## src/rtl/led_color_decode.sv

```systemverilog
// rtl/led_color_decode.sv - decode red/green/blue PWM lines back into a 2-bit color code
//
// Purpose:
//   Counts the high samples on each LED drive line over a fixed window of
//   WINDOW clk cycles. At the end of each window the three totals are
//   classified as red, yellow, green or blue. A window that matches none of
//   these colors is reported as an error.
//
// Ports:
//   clk          system clock, rising edge
//   rst          asynchronous active-high reset
//   led_r        red PWM line
//   led_g        green PWM line
//   led_b        blue PWM line
//   color        decoded code (0 red, 1 yellow, 2 green, 3 blue), held on error
//   color_valid  one-cycle pulse when a window decodes to a legal color
//   color_err    one-cycle pulse when a window matches no color
//
// Optional build macro:
//   LED_DECODE_SYNC_EN - 2-flop synchronizer on each LED input
module led_color_decode #(
  parameter int WINDOW  = 100,
  parameter int DUTY_HI = 25,
  parameter int DUTY_LO = 12,
  parameter int TOL     = 2
) (
  input  logic       clk,
  input  logic       rst,
  input  logic       led_r,
  input  logic       led_g,
  input  logic       led_b,
  output logic [1:0] color,
  output logic       color_valid,
  output logic       color_err
);

  localparam int CW   = $clog2(WINDOW + 1);
  localparam int E_HI = WINDOW * DUTY_HI / 100;
  localparam int E_LO = WINDOW * DUTY_LO / 100;

  localparam logic [CW-1:0] E_HI_C = CW'(E_HI);
  localparam logic [CW-1:0] E_LO_C = CW'(E_LO);
  localparam logic [CW-1:0] TOL_C  = CW'(TOL);
  localparam logic [CW-1:0] LAST_C = CW'(WINDOW - 1);

  typedef enum logic {MEAS, EVAL} state_t;

  // Samples seen by the counters, ordered {r, g, b}
  logic [2:0] smp;

`ifdef LED_DECODE_SYNC_EN
  logic [2:0] sync1_q, sync2_q;

  always_ff @(posedge clk or posedge rst) begin
    if (rst) begin
      sync1_q <= 3'b000;
      sync2_q <= 3'b000;
    end else begin
      sync1_q <= {led_r, led_g, led_b};
      sync2_q <= sync1_q;
    end
  end

  assign smp = sync2_q;
`else
  assign smp = {led_r, led_g, led_b};
`endif

  logic [CW-1:0] win_cnt_q;
  logic [CW-1:0] cnt_r_q, cnt_g_q, cnt_b_q;
  logic [CW-1:0] tot_r_q, tot_g_q, tot_b_q;
  logic          last;

  state_t     state_q, state_d;
  logic [1:0] color_q, color_d;
  logic       valid_q, valid_d;
  logic       err_q, err_d;

  assign last = (win_cnt_q == LAST_C);

  // Counting never pauses, not even during EVAL, so window boundaries stay
  // locked to reset release. The last sample of a window goes into the
  // total directly while the running counters restart.
  always_ff @(posedge clk or posedge rst) begin
    if (rst) begin
      win_cnt_q <= '0;
      cnt_r_q   <= '0;
      cnt_g_q   <= '0;
      cnt_b_q   <= '0;
      tot_r_q   <= '0;
      tot_g_q   <= '0;
      tot_b_q   <= '0;
    end else if (last) begin
      win_cnt_q <= '0;
      tot_r_q   <= cnt_r_q + CW'(smp[2]);
      tot_g_q   <= cnt_g_q + CW'(smp[1]);
      tot_b_q   <= cnt_b_q + CW'(smp[0]);
      cnt_r_q   <= '0;
      cnt_g_q   <= '0;
      cnt_b_q   <= '0;
    end else begin
      win_cnt_q <= win_cnt_q + CW'(1);
      cnt_r_q   <= cnt_r_q + CW'(smp[2]);
      cnt_g_q   <= cnt_g_q + CW'(smp[1]);
      cnt_b_q   <= cnt_b_q + CW'(smp[0]);
    end
  end

  // Compare first, then subtract, so the unsigned difference never wraps
  function automatic logic near(input logic [CW-1:0] x, input logic [CW-1:0] e);
    if (x >= e) return ((x - e) <= TOL_C);
    else        return ((e - x) <= TOL_C);
  endfunction

  function automatic logic off(input logic [CW-1:0] x);
    return (x <= TOL_C);
  endfunction

  // FSM state register
  always_ff @(posedge clk or posedge rst) begin
    if (rst) state_q <= MEAS;
    else     state_q <= state_d;
  end

  // FSM next state
  always_comb begin
    state_d = state_q;
    case (state_q)
      MEAS:    if (last) state_d = EVAL;
      EVAL:    state_d = MEAS;
      default: state_d = MEAS;
    endcase
  end

  // FSM outputs: classify the latched totals during EVAL, in priority order
  always_comb begin
    color_d = color_q;
    valid_d = 1'b0;
    err_d   = 1'b0;
    if (state_q == EVAL) begin
      if (near(tot_r_q, E_HI_C) && off(tot_g_q) && off(tot_b_q)) begin
        color_d = 2'd0;
        valid_d = 1'b1;
      end else if (near(tot_r_q, E_LO_C) && near(tot_g_q, E_LO_C) && off(tot_b_q)) begin
        color_d = 2'd1;
        valid_d = 1'b1;
      end else if (off(tot_r_q) && near(tot_g_q, E_HI_C) && off(tot_b_q)) begin
        color_d = 2'd2;
        valid_d = 1'b1;
      end else if (off(tot_r_q) && off(tot_g_q) && near(tot_b_q, E_HI_C)) begin
        color_d = 2'd3;
        valid_d = 1'b1;
      end else begin
        err_d = 1'b1;
      end
    end
  end

  always_ff @(posedge clk or posedge rst) begin
    if (rst) begin
      color_q <= 2'd0;
      valid_q <= 1'b0;
      err_q   <= 1'b0;
    end else begin
      color_q <= color_d;
      valid_q <= valid_d;
      err_q   <= err_d;
    end
  end

  assign color       = color_q;
  assign color_valid = valid_q;
  assign color_err   = err_q;

endmodule

```

## config.mk

```make
export PLATFORM = sky130hd
export DESIGN_NAME = led_color_decode
export DESIGN_NICKNAME = d
export VERILOG_FILES = /design/src/rtl/led_color_decode.sv
export SDC_FILE = /design/constraint.sdc
export NUM_CORES = 1
export LEC_CHECK = 0
export CORE_MARGIN = 10
export CORE_UTILIZATION = 50
export CTS_CLUSTER_SIZE = 14
export DETAILED_ROUTE_END_ITERATION = 6
export PLACE_DENSITY = 0.69
export RECOVER_POWER = 25
export SETUP_SLACK_MARGIN = 0.15
export SYNTH_ARGS = -nofsm -noshare
export SYNTH_HDL_FRONTEND = slang
export SYNTH_SLANG_ARGS = --single-unit
```

## constraint.sdc

```tcl
create_clock -name clk -period 2.15 [get_ports clk]
set_input_delay 0.3225 -clock clk [delete_from_list [all_inputs] [get_ports clk]]
set_output_delay 0.3225 -clock clk [all_outputs]
set_load 0.01 [all_outputs]
```

### After elaboration in Yosys (flattened, before gate mapping)

Cells that the tools add are included.

| word-level totals | value |
|---|---|
| memories | 0 |
| bits in writable memories | 0 |
| register bits | 54 |
| output and inout port bits | 4 |
| latch bits | 0 |
| bits in read-only memories | 0 |
| input bits | 5 |

| operators by class | value |
|---|---|
| reductions and logical operators | 10 |
| mux-type cells | 37 |
| shift operators | 0 |
| bitwise gates (word level) | 1 |
| div/mod/pow operators | 0 |
| equal/unequal tests | 1 |
| multiply operators | 0 |
| order comparisons | 18 |
| add/subtract/negate cells | 14 |

Operators by type and width:

| operator | number |
|---|---|
| 7-bit by 2-bit less-or-equal comparator with 1-bit output (second input constant) | 13 |
| 1-bit 2-to-1 mux | 28 |
| 7-bit 2-to-1 mux | 4 |
| 7-bit by 1-bit adder with 7-bit output | 3 |
| 7-bit by 5-bit >= comparator with 1-bit output (second input constant) | 3 |
| 5-bit by 7-bit subtractor with 7-bit output (first input constant) | 3 |
| 7-bit by 5-bit subtractor with 7-bit output (second input constant) | 3 |
| 7-bit by 4-bit >= comparator with 1-bit output (second input constant) | 2 |
| 4-bit by 7-bit subtractor with 7-bit output (first input constant) | 2 |
| 7-bit by 4-bit subtractor with 7-bit output (second input constant) | 2 |
| 1-bit logical AND | 8 |
| 2-bit 2-to-1 mux | 4 |
| 7-bit by 1-bit adder with 7-bit output (second input constant) | 1 |
| 7-bit == test (second input constant) | 1 |
| 4-bit nonzero test | 1 |
| 1-bit one-hot mux with 2 select lines | 1 |
| 2-bit AND reduction | 1 |
| 1-bit NOT | 1 |

### Logic depth before layout (Yosys ltp)

| logic depth | value |
|---|---|
| word-level depth | 25 |
| gate-level depth with buffers | 10 |
| mapped depth without buffers | 9 |

### Worst setup path before layout

Ideal clock, no wire load.

| timing path | value |
|---|---|
| path kind | flip-flop to flip-flop |
| from | register tot_r_q[2] |
| to | register err_q (netlist: color_err) |
| clock period less this slack | 2.293 ns |
| data arrival time | 2.174 ns |
| cell stages (with the launch flop) | 11 |
| library setup time | 0.119 ns |
| path slack | -0.143 ns |
| path buffers | 1 |
| path through | dfrtp_1 > buf_6 > inv_1 > ha_1 > nor2b_1 > or3_1 > a211oi_1 > o221ai_1 > a211o_1 > nor3b_2 > and2_1 |

| between the ends | value |
|---|---|
| cells in the longest elaborated chain, start to end | 10 |

Ends and longest elaborated chain:

| what | RTL line | source |
|---|---|---|
| start, declared | 71 | `logic [CW-1:0] tot_r_q, tot_g_q, tot_b_q;` |
| start signal, assigned | 95 | `tot_r_q <= cnt_r_q + CW'(smp[2]);` |
| 4-bit by 7-bit subtractor with 7-bit output or 7-bit by 4-bit subtractor with 7-bit output (tied branches) | 112, 111 |  |
| 7-bit by 2-bit less-or-equal comparator with 1-bit output (on tied branches) | 112, 111 |  |
| 1-bit 2-to-1 mux | 111 | `if (x >= e) return ((x - e) <= TOL_C);` |
| 1-bit 2-to-1 mux | 141 | `if (near(tot_r_q, E_HI_C) && off(tot_g_q) && off(tot_b_q)) begin` |
| 1-bit 2-to-1 mux | 140 | `if (state_q == EVAL) begin` |
| 1-bit logical AND (2 in a row) | 144 | `end else if (near(tot_r_q, E_LO_C) && near(tot_g_q, E_LO_C) && off(tot_b_q)) begin` |
| 1-bit 2-to-1 mux | 144 |  |
| 1-bit 2-to-1 mux (*) | 141 |  |
| 1-bit 2-to-1 mux (*) | 140 |  |
| net err_d | 77 | `logic err_q, err_d;` |
| end signal, assigned | 167 | `err_q <= err_d;` |
| end, declared | 77 |  |

Mark *: on every way through the listed nets, which the timed path passes. The rest lies on a longest branch. The select of a mux whose other input is x is not followed.
A chain may end at the register's enable or synchronous reset.

### Final worst setup path

| timing path | value |
|---|---|
| from | register tot_r_q[3] |
| to | register err_q (netlist: color_err) |

The elaborated chain is that of the path after synthesis.

==> results.md <==
* CTS tree: done
* Overall die width at 99.6 um
* Worst path slowest cell: or4b_4
* Maximum ir drop on the vdd rail at 533 uV
* Area enclosed by the die boundary at 9910 um^2
* Post-layout net count at 404
* Clock sink count at 54
* Placement Rows at 28
* Flop2flop setup slack at -0.009 ns
* Synth-to-layout area growth at 17.4%
* Worst reg2reg endpoint: color_err$_DFF_PP0_
* Number of buffers added by the clock tree synthesis step at 5
* Max-slew violation total from the final report at 0
* Most used flip-flop cell after synthesis: dfrtp_1
* Hold Path Stages at 1
* Hold Crit Class: reg2reg
* Vias per cell at 5.44
* Final cell count without fillers at 451
* Drt wl/cell at 13.2 um
* Vias in the first global route at 2,517
* IO Pins at 9
* Synth Net Count at 369
* Final Routed Wirelength at 5960 um
* Largest fanout of any net on the critical path at 7
* Leading cell type in the layout, fill and taps excluded: dfrtp_1
* # placed instances at 440
* Max Clock Freq at 463 MHz
* Pwr dens at 663 nW/um^2
* Top library cells by usage in the layout, fill and taps aside: dfrtp_1 (51), nand2_1 (37), buf_4 (32)
* Endpoints failing setup at 1
* First-pass detailed-route iteration total at 4
* Total power consumption of the routed design at 2.46 mW
* Crit-path leading delay family: simple AND/OR/NAND/NOR gates
* Number of fill cells in the layout at 530
* Min-Delay Endpoint: win_cnt_q[0]$_DFF_PP0_
* Total area of sequential cells at 1360 um^2
* Worst slew pin tran at 0.679 ns
* Launch point of the worst reg-to-reg path: tot_r_q[3]$_DFFE_PP0P_
* Aggregate global routing overflow at 0
* Vertical die dimension at 99.6 um
* Result of the run: finished, violations left
* Rel. slew slack at 0.547
* Required time worst endpoint at 2.37 ns
* Distinct cells, synth at 55
* Hpwl dp at 4640 um
* Post-DRT Antenna Nets at 0
* Synth Register Bits at 54
* Maximum buffer depth of the clock tree at 2
* Leak at 1.67 nW
* Post-route DRC at 0
* Unrepaired setup endpoints after global routing: true
* Number of synthesis warnings at 0
* Max_cap viols at 0
* Sum of negative setup slack at -0.00869 ns
* Largest stage delay on the critical path at 0.53 ns
* Antenna diode instance count at 0
* Vias at 2,454
* Number of hold violations in the final report at 0
* Initial antenna violation count at 0
* Minimum period implied by the final worst setup slack at 2.16 ns
* GPL Wtd Cong at 0.883
* GRT Overall Usage at 0.129
* Area of the core region at 6030 um^2
* Port Buffer Count at 8
* Violations in the final reports: setup timing
* Crit path capture type: flop
* Cell-by-cell listing of the critical path: buf_4 -> or4b_4 -> a22oi_2 -> nand4_1 -> a211o_1 -> nor3b_2 -> and2_1
* Start point of the worst min-delay path: win_cnt_q[0]$_DFF_PP0_
* Mean Syn Cell Area at 9.31 um^2
* Share of post-route cells with drive strength above 1 at 0.184
* Pin count of the biggest net entering global routing at 29
* Bufs and invs on worst path at 1
* Final setup margin at -0.00869 ns
* Clock root buffer master: clkbuf_8
* Clock latency on the worst-skew pair at 0.32 ns
* Synthesized cell area at 3170 um^2
* FF-to-FF path depth at 7
* Wire length of the first global-routing pass at 10,900 um
* Startpoint-to-endpoint class of the critical path: reg2reg
* Clock tree skew after final layout at 0.0162 ns
* Clock-pin slew on the worst setup and hold paths at 0.11 ns
* Number of DRC violations after detailed-routing iteration 0 at 90
* Endpoint arrival time on the critical path at 2.37 ns
* Sequential fraction of the synthesis area at 0.427
* Worst slack at placement at -0.0976 ns
* Type of origin of the critical path: flop
* Final period util at 1.00
* Starting Density at 0.525
* Share of flip-flops with an asynchronous set or reset after synthesis at 1.00
* Post-synth EDFFs at 0
* Count of mapped cells out of synthesis at 340
* Total number of H-tree levels at 2
* Area occupied by multi-input gates at 1750 um^2
* Worst hold slack at 0.495 ns
-- worst max path at each step --
stage | startpoint | to | slack [ns] | cells past startpoint
final | tot_r_q[3]$_DFFE_PP0P_ | color_err$_DFF_PP0_ | -0.009 | 7
after global routing | tot_r_q[2]$_DFFE_PP0P_ | color_err$_DFF_PP0_ | -0.13 | 8
after CTS | tot_r_q[3]$_DFFE_PP0P_ | color_err$_DFF_PP0_ | -0.03 | 8
after detailed placement | tot_r_q[2]$_DFFE_PP0P_ | color_err$_DFF_PP0_ | -0.1 | 10
after global placement | tot_r_q[2]$_DFFE_PP0P_ | color_err$_DFF_PP0_ | -0.009 | 8
after floorplan | tot_r_q[2]$_DFFE_PP0P_ | color_err$_DFF_PP0_ | -0.04 | 10
-- worst register-to-register path: cells and delay by family, from the launching register on --
| family | cells | cell delay, ns |
|---|---|---|
| AND/OR/NAND/NOR | 4 | 0.94 |
| buffers and inverters | 1 | 0.19 |
| AO/OA/AOI/OAI | 2 | 0.45 |
| flip-flops | 1 | 0.48 |
-- cells in the mapped netlist (3+ instances only) --
master    number  area, um^2
o22ai_1        3        18.8
o21ai_0       32         160
xor2_1        12         105
ha_1          24         300
o211ai_1       3        22.5
clkbuf_1       6        22.5
nor3_1         8        40.0
nor3b_1        5        37.5
and2_1         9        56.3
xnor2_1       15         131
nor2_1        26        97.6
nand2_1       37         139
nand4_1        5        31.3
nand3_1       17        85.1
and3_1         7        43.8
inv_1         18        67.6
dfrtp_1       54        1350
nor2b_1        3        18.8
a31oi_1        3        18.8
a21oi_1        9        45.0
buf_2          5        25.0
-- through the flow --
stage / utilization / cell area [um^2]
2_1_floorplan: - / 3220
3_3_place_gp: 0.590 / 3550
3_5_place_dp: 0.590 / 3550
4_1_cts: 0.618 / 3720
5_1_grt: 0.616 / 3710
6_report: 0.616 / 3710
-- per-layer routing --
| layer | vias to the layer above | part of all wire | global-route usage |
|---|---|---|---|
| met1 | 1149 | 0.46 | 0.150 |
| li1 | 1263 | - | - |
| met2 | 33 | 0.50 | 0.227 |
| met5 | - | 0 | 0 |
| met4 | 0 | 0.015 | 0.0474 |
| met3 | 9 | 0.027 | 0.0291 |
-- cell type report --
| cell class | count | area share |
|---|---|---|
| repair buffers | 42 | 0.0886 |
| well taps | 75 | 0.0253 |
| multi-input cells | 254 | 0.471 |
| clock buffers | 5 | 0.0185 |
| clock inverters | 3 | 0.0128 |
| inverters | 18 | 0.0189 |
| flip-flops and latches | 54 | 0.365 |
-- what timing repair did --
action	4_1_cts	5_1_grt
cloned	0	0
hold buffers	0	0
setup buffers	3	0
pin swaps	12	5
endpoints found under the setup margin	4	4
gates resized for setup	8	3
-- sequential cells by signal (all words and copies together) (netlist names) --
name         flops
tot_g_q          7
win_cnt_q        7
cnt_b_q          7
state_q          1
color            2
color_valid      1
cnt_r_q          7
cnt_g_q          7
tot_b_q          7
color_err        1
tot_r_q          7
-- cells by family (layout without fill, tap and decap cells) --
logic type               after synthesis  after routing  share of synthesized area
AO/OA/AOI/OAI                         68             68                      0.135
XOR/XNOR                              27             27                     0.0747
adder cells (fa/ha/maj)               24             24                     0.0949
buffers and inverters                 32             68                     0.0466
flip-flops                            54             54                      0.427
multiplexers                           1              1                    0.00316
AND/OR/NAND/NOR                      134            134                      0.219
-- power breakdown --
part	total, mW	leakage [nW]	internal, mW	switching [mW]
Combinational	0.438	1.02	0.213	0.224
Sequential	1.33	0.594	1.20	0.124
Clock	0.701	0.0587	0.353	0.348
Total	2.46	1.67	1.77	0.696
(Power assumes the default switching activity.)
